==> src/rtl/fetch_unit.sv <==
// fetch_unit: instruction fetch FSM with valid/ready handoff; jz/jg redirect only when FETCH_BRANCH_EN is defined
module fetch_unit #(
    parameter int N = 32,
    parameter int M = 16,
    parameter logic [M-1:0] RESET_PC = '0
) (
    input  logic         clk,
    input  logic         rst,
    output logic         imem_req,
    output logic [M-1:0] imem_addr,
    input  logic [N-1:0] imem_rdata,
    input  logic         imem_valid,
    output logic [N-1:0] instr,
    output logic         instr_valid,
    input  logic         decode_ready,
    output logic [M-1:0] pc,
    input  logic         is_jz,
    input  logic         is_jg,
    input  logic         cond_zero,
    input  logic         cond_gt,
    input  logic [M-1:0] target,
    input  logic         is_halted,
    output logic         halted
);
    typedef enum logic [1:0] {IDLE, FETCH, HOLD, HALT} state_t;
    state_t state, state_next;
    logic [M-1:0] fetch_pc, next_pc;
    logic accept;
    assign accept = state == HOLD && decode_ready;
`ifdef FETCH_BRANCH_EN
    logic taken;
    assign taken = (is_jz && cond_zero) || (is_jg && cond_gt);
    assign next_pc = taken ? target : pc + M'(1);
`else
    logic unused;
    assign unused = ^{is_jz, is_jg, cond_zero, cond_gt, target};
    assign next_pc = pc + M'(1);
`endif
    always_comb begin
        state_next = state;
        if (is_halted) state_next = HALT;
        else if (state == IDLE) state_next = FETCH;
        else if (state == FETCH && imem_valid) state_next = HOLD;
        else if (accept) state_next = FETCH;
        imem_req = state == FETCH;
        instr_valid = state == HOLD;
        halted = state == HALT;
        imem_addr = fetch_pc;
    end
    always_ff @(posedge clk) begin
        if (rst) begin
            state <= IDLE;
            fetch_pc <= RESET_PC;
            pc <= RESET_PC;
            instr <= '0;
        end else begin
            state <= state_next;
            if (state == FETCH && imem_valid) begin
                instr <= imem_rdata;
                pc <= fetch_pc;
            end
            if (accept) fetch_pc <= next_pc;
        end
    end
endmodule

==> config.mk <==
export PLATFORM = sky130hd
export DESIGN_NAME = fetch_unit
export DESIGN_NICKNAME = d
export VERILOG_FILES = /design/src/rtl/fetch_unit.sv
export SDC_FILE = /design/constraint.sdc
export NUM_CORES = 1
export LEC_CHECK = 0
export ABC_AREA = 1
export ABC_CLOCK_PERIOD_IN_PS = 1500
export BUFFER_PORTS_ARGS = -buffer_cell sky130_fd_sc_hd__buf_2
export CAP_MARGIN = 20
export CORE_UTILIZATION = 31
export DETAILED_ROUTE_END_ITERATION = 10
export PLACE_DENSITY = 0.53
export RECOVER_POWER = 25
export SYNTH_ARGS = -nofsm -noshare
export SYNTH_HDL_FRONTEND = slang
export SYNTH_SLANG_ARGS = --single-unit
==> constraint.sdc <==
create_clock -name clk -period 1.5 [get_ports clk]
set_input_delay 0.15 -clock clk [delete_from_list [all_inputs] [get_ports clk]]
set_output_delay 0.15 -clock clk [all_outputs]
set_load 0.02 [all_outputs]
# Word-level counts from Yosys, hierarchy flattened
# Index checks and enable logic that the tools add are counted.
dict set report word_totals {
  reg_bits 66
  out_inout_bits 67
}
dict set report op_classes {
  n_reduce_logical 4
  mux 4
  eq_ne 3
  add_sub_neg 1
}
# op n
set ops {}
lappend ops {{adder 16 x 1 -> 16 bit (second input constant)} 1}
lappend ops {{two-way mux 2 bit} 4}
lappend ops {{== test 2 bit (second input constant)} 2}
lappend ops {{nonzero test 4 bit} 1}
lappend ops {{== test 2 x 1 -> 1 bit (second input constant)} 1}
lappend ops {{logical AND 1 bit} 2}
lappend ops {{zero test 2 bit} 1}

# Logic depth before layout (Yosys ltp)
dict set report depth {
  depth_word 6
  depth_mapped 9
}

# Worst setup path after synthesis
# No wires, ideal clock.
dict set report synth_timing {
  path_kind {reg-to-reg}
  start {register pc[1]}
  end {register fetch_pc[10], in the netlist imem_addr[10]}
  slack_ns 0.074
  path_stages_with_launch 9
  synth_period_minus_slack_ns 1.426
  n_path_buf 0
  setup_ns 0.109
  arrival_time_ns 1.317
  path_cell_list {dfxtp_1 > ha_1 > nand3_1 > inv_1 > nand2_1 > o21ai_0 > nand3_1 > nand2_1 > inv_1}
}
dict set report synth_via {
  elab_chain_len 1
}
# item line
set synth_lines {}
lappend synth_lines {{start, declared} 16} ;# output logic [M-1:0] pc,
lappend synth_lines {{start signal, assigned} 60} ;# pc <= fetch_pc;
lappend synth_lines {{adder 16 x 1 -> 16 bit} 37} ;# assign next_pc = pc + M'(1);
lappend synth_lines {{end signal, assigned} 62} ;# if (accept) fetch_pc <= next_pc;
lappend synth_lines {{end, declared} 27} ;# logic [M-1:0] fetch_pc, next_pc;
# No other way between the ends.
# A chain may end at the register's enable or synchronous reset.

# Worst setup path after layout
dict set report layout_timing {
  start {register state[0]}
  end {output imem_req}
}
dict set report layout_via {
  elab_chain_len 1
}
# item line
set layout_lines {}
lappend layout_lines {{start, declared} 26} ;# state_t state, state_next;
lappend layout_lines {{start signal, assigned} 57} ;# state <= state_next;
lappend layout_lines {{== test 2 x 1 -> 1 bit} 45} ;# imem_req = state == FETCH;
lappend layout_lines {{end, declared} 9} ;# output logic imem_req,
# No other way between the ends.

==> flow_summary.toml <==
[place]
io_buffers = 103
gp_congestion = 0.760
post-place-ws_ns = 0.106
placed_cell_area_sq_um = 3420
dp_hpwl_microns = 4920
dp.cells = 568

[setup_path]
r2r_start = "pc[0]"
reg2reg_depth = 8
r2r_slack_ns = 0.14
rr_endpoint = "imem_addr[10]"
cp.arrival_ns = 1.25
critPathKind = "flop to output pin"
cp.required_ns = 1.35
cp-startpoint = "state[0]"
critPathSlowestCell = "dfxtp_2"
cp-start-kind = "flop"
crit_path_end_kind = "output pin"
crit_path_cell_trace = "inv_2 > nor2_4 > buf_12 > buf_2"
cp-endpoint = "imem_req"
cp_max_fo = 10
slowest_delay_ns = 0.38

[power]
power_density_nw_per_um2 = 1080
p_leak_nw = 1.60
ir_drop_mv = 0.440

[global_routing]
grt_start_max_net_pins = 44
grt_usage = 0.166
grt_pass1_vias = 2567
grt_pass1_wl_microns = 12600
antenna_found_initial = 0
grt_remaining_overflow = 0

[die]
ios = 124
fp.dieW_microns = 96.8
start_util = 0.319
dieHeight_microns = 96.8
core_sq_um = 8720
std_cell_rows = 34
die_area_sq_um = 9370

[routing]
vias = 2749
routed_via_density = 4.68
drtIter0Drc = 82
wl_per_cell_microns = 13.3
route.detailed.drc = 0
final_antenna_net_count = 0
drtPass1Iterations = 4
drt_wl_total_microns = 7820

[finish]
finalInstanceArea_sq_um = 3640
fill_cells = 905
diodes = 0
seq_area_sq_um = 1320
syn_to_final_growth_pct = 30.7
fin_cells = 588
final_layout_size_suffix_gt1_frac = 0.231
multi_input_area_sq_um = 1200
final_nets = 533

[synthesis]
synth_seq_cells = 66
yosysSeqAreaShare = 0.474
yosysWarnings = 0
ys_types = 23
synth_area_sq_um = 2790
synth-edff-count = 0
syn-num-nets = 426
synthCells = 368
synth_ff_type = "dfxtp_1"
async_reset_ff_frac = 0
syn_area_per_cell_sq_um = 7.57

[timing]
relSlewSlack = 0.678
fin_tns_setup_ns = 0
drv_slew = 0
setup_viol = 0
period_needed_ns = 1.40
fin_skew_ns = 0.00736
worst_pin_slew_ns = 0.482
fmax_ghz = 0.712
timing.hold.ws_ns = 0.0720
fin_crit_sh = 0.936
setup_slack_ns = 0.0962
finalHoldViolCount = 0
grt_setup_unrepaired = "false"

[cts]
cts_root_buf = "clkbuf_8"
htree_num_levels = 3
cts.path.max_buffers = 2
cts_hold_buf = 0
clk_latency_ns = 0.34
path_clk_slew_ns = 0.07
cts_tree = "built"
cts_buffers = 9
cts.sinks = 66

[status]
status = "finished, final reports clean"

[min_path]
min_path_type = "input port to flop"
min-delay-start = "is_halted"

[run]
maxCapViolations = 0
## registers in the layout, summed over array words and instances, names as in the netlist
name	flops
instr	32
pc	16
state	2
imem_addr	16
## kinds of logic (layout without fill, tap and decap cells)
logic type / Yosys count / in the layout / synth area share
compound gates: 85 / 85 / 0.165
buf+inv: 57 / 169 / 0.0948
xor+xnor: 7 / 7 / 0.0220
simple gates: 152 / 152 / 0.239
flops: 66 / 66 / 0.474
fa+ha+maj: 1 / 1 / 0.00449
## metal layers
layer  global-route usage  part of all wire
met1                0.214              0.48
met2                0.259              0.45
met3               0.0513             0.062
met4               0.0620             0.012
met5                    0                 0
## worst max-delay path, delay by kind of cell, from the launching register on
| kind | cells | cell delay [ns] |
|---|---|---|
| buffers and inverters | 3 | 0.36 |
| DFF | 1 | 0.38 |
| and+or+nand+nor | 1 | 0.16 |
## worst min-delay path by stage
stage | to | slack (ns) | depth (start not counted)
floorplan | state[0] | 0.31 | 2
global placement | state[0] | 0.42 | 3
detailed placement | instr[22] | 0.42 | 3
CTS | instr[22] | 0.06 | 3
global route | instr[7] | 0.07 | 3
finish | state[0] | 0.07 | 3
## Yosys cell counts (7+ instances only)
cell      instances  share of area
o21a_1           10          0.027
buf_2             9          0.016
nor2_1           17          0.023
xor2_1            7          0.022
o21ai_0          19          0.034
clkbuf_1         10          0.013
dfxtp_1          66           0.47
inv_1            31          0.042
a21oi_1          52          0.093
nand3_1          51          0.092
nand2_1          77           0.10
## where the power goes
group | switching (W) | leakage (nW) | internal, W
Combinational | 0.000345 | 0.962 | 0.000203
Sequential | 0.0000606 | 0.538 | 0.00183
Clock | 0.000727 | 0.0954 | 0.000764
Total | 0.00113 | 1.60 | 0.00280
## repair_timing
item                                    CTS  global route
setup buffers                             0             2
cloned                                    0             2
pin swaps                                 0             1
endpoints found under the setup margin    1             2
hold endpoints to repair                  0             0
gates resized for setup                   1             1
## stage by stage
stage	power [W]	util
final	0.00393	0.417
after global routing	0.00412	0.417
after CTS	0.00395	0.414
after detailed placement	0.00245	0.392
after global placement	0.00245	0.392
after floorplan	0.00226	-
## final cells by class
class / instances / area share
Clock buffer: 9 / 0.0340
Clock inverter: 7 / 0.0189
Inverter: 34 / 0.0364
Multi-Input combinational cell: 245 / 0.330
Sequential cell: 66 / 0.363
Tap cell: 108 / 0.0371
Timing Repair Buffer: 119 / 0.180
## cells in the final DEF, fill, tap and decap left out, types with 2 or more instances in the layout
cell type / Yosys / routed
inv_1: 31 / 31
o21a_1: 10 / 10
a21oi_1: 52 / 52
clkbuf_1: 10 / 33
inv_6: 1 / 2
o21ai_0: 19 / 19
clkinv_2: 0 / 3
clkbuf_16: 0 / 2
nand2_1: 77 / 77
clkinvlp_4: 0 / 2
inv_2: 2 / 2
nor2_1: 17 / 16
clkbuf_8: 0 / 9
buf_2: 9 / 70
dfxtp_1: 66 / 65
xor2_1: 7 / 7
buf_4: 0 / 12
nand4_1: 3 / 3
buf_12: 0 / 2
nor2_4: 2 / 2
o21bai_1: 2 / 2
nand3_1: 51 / 51
No activity file was read; power rests on OpenSTA's default activity.
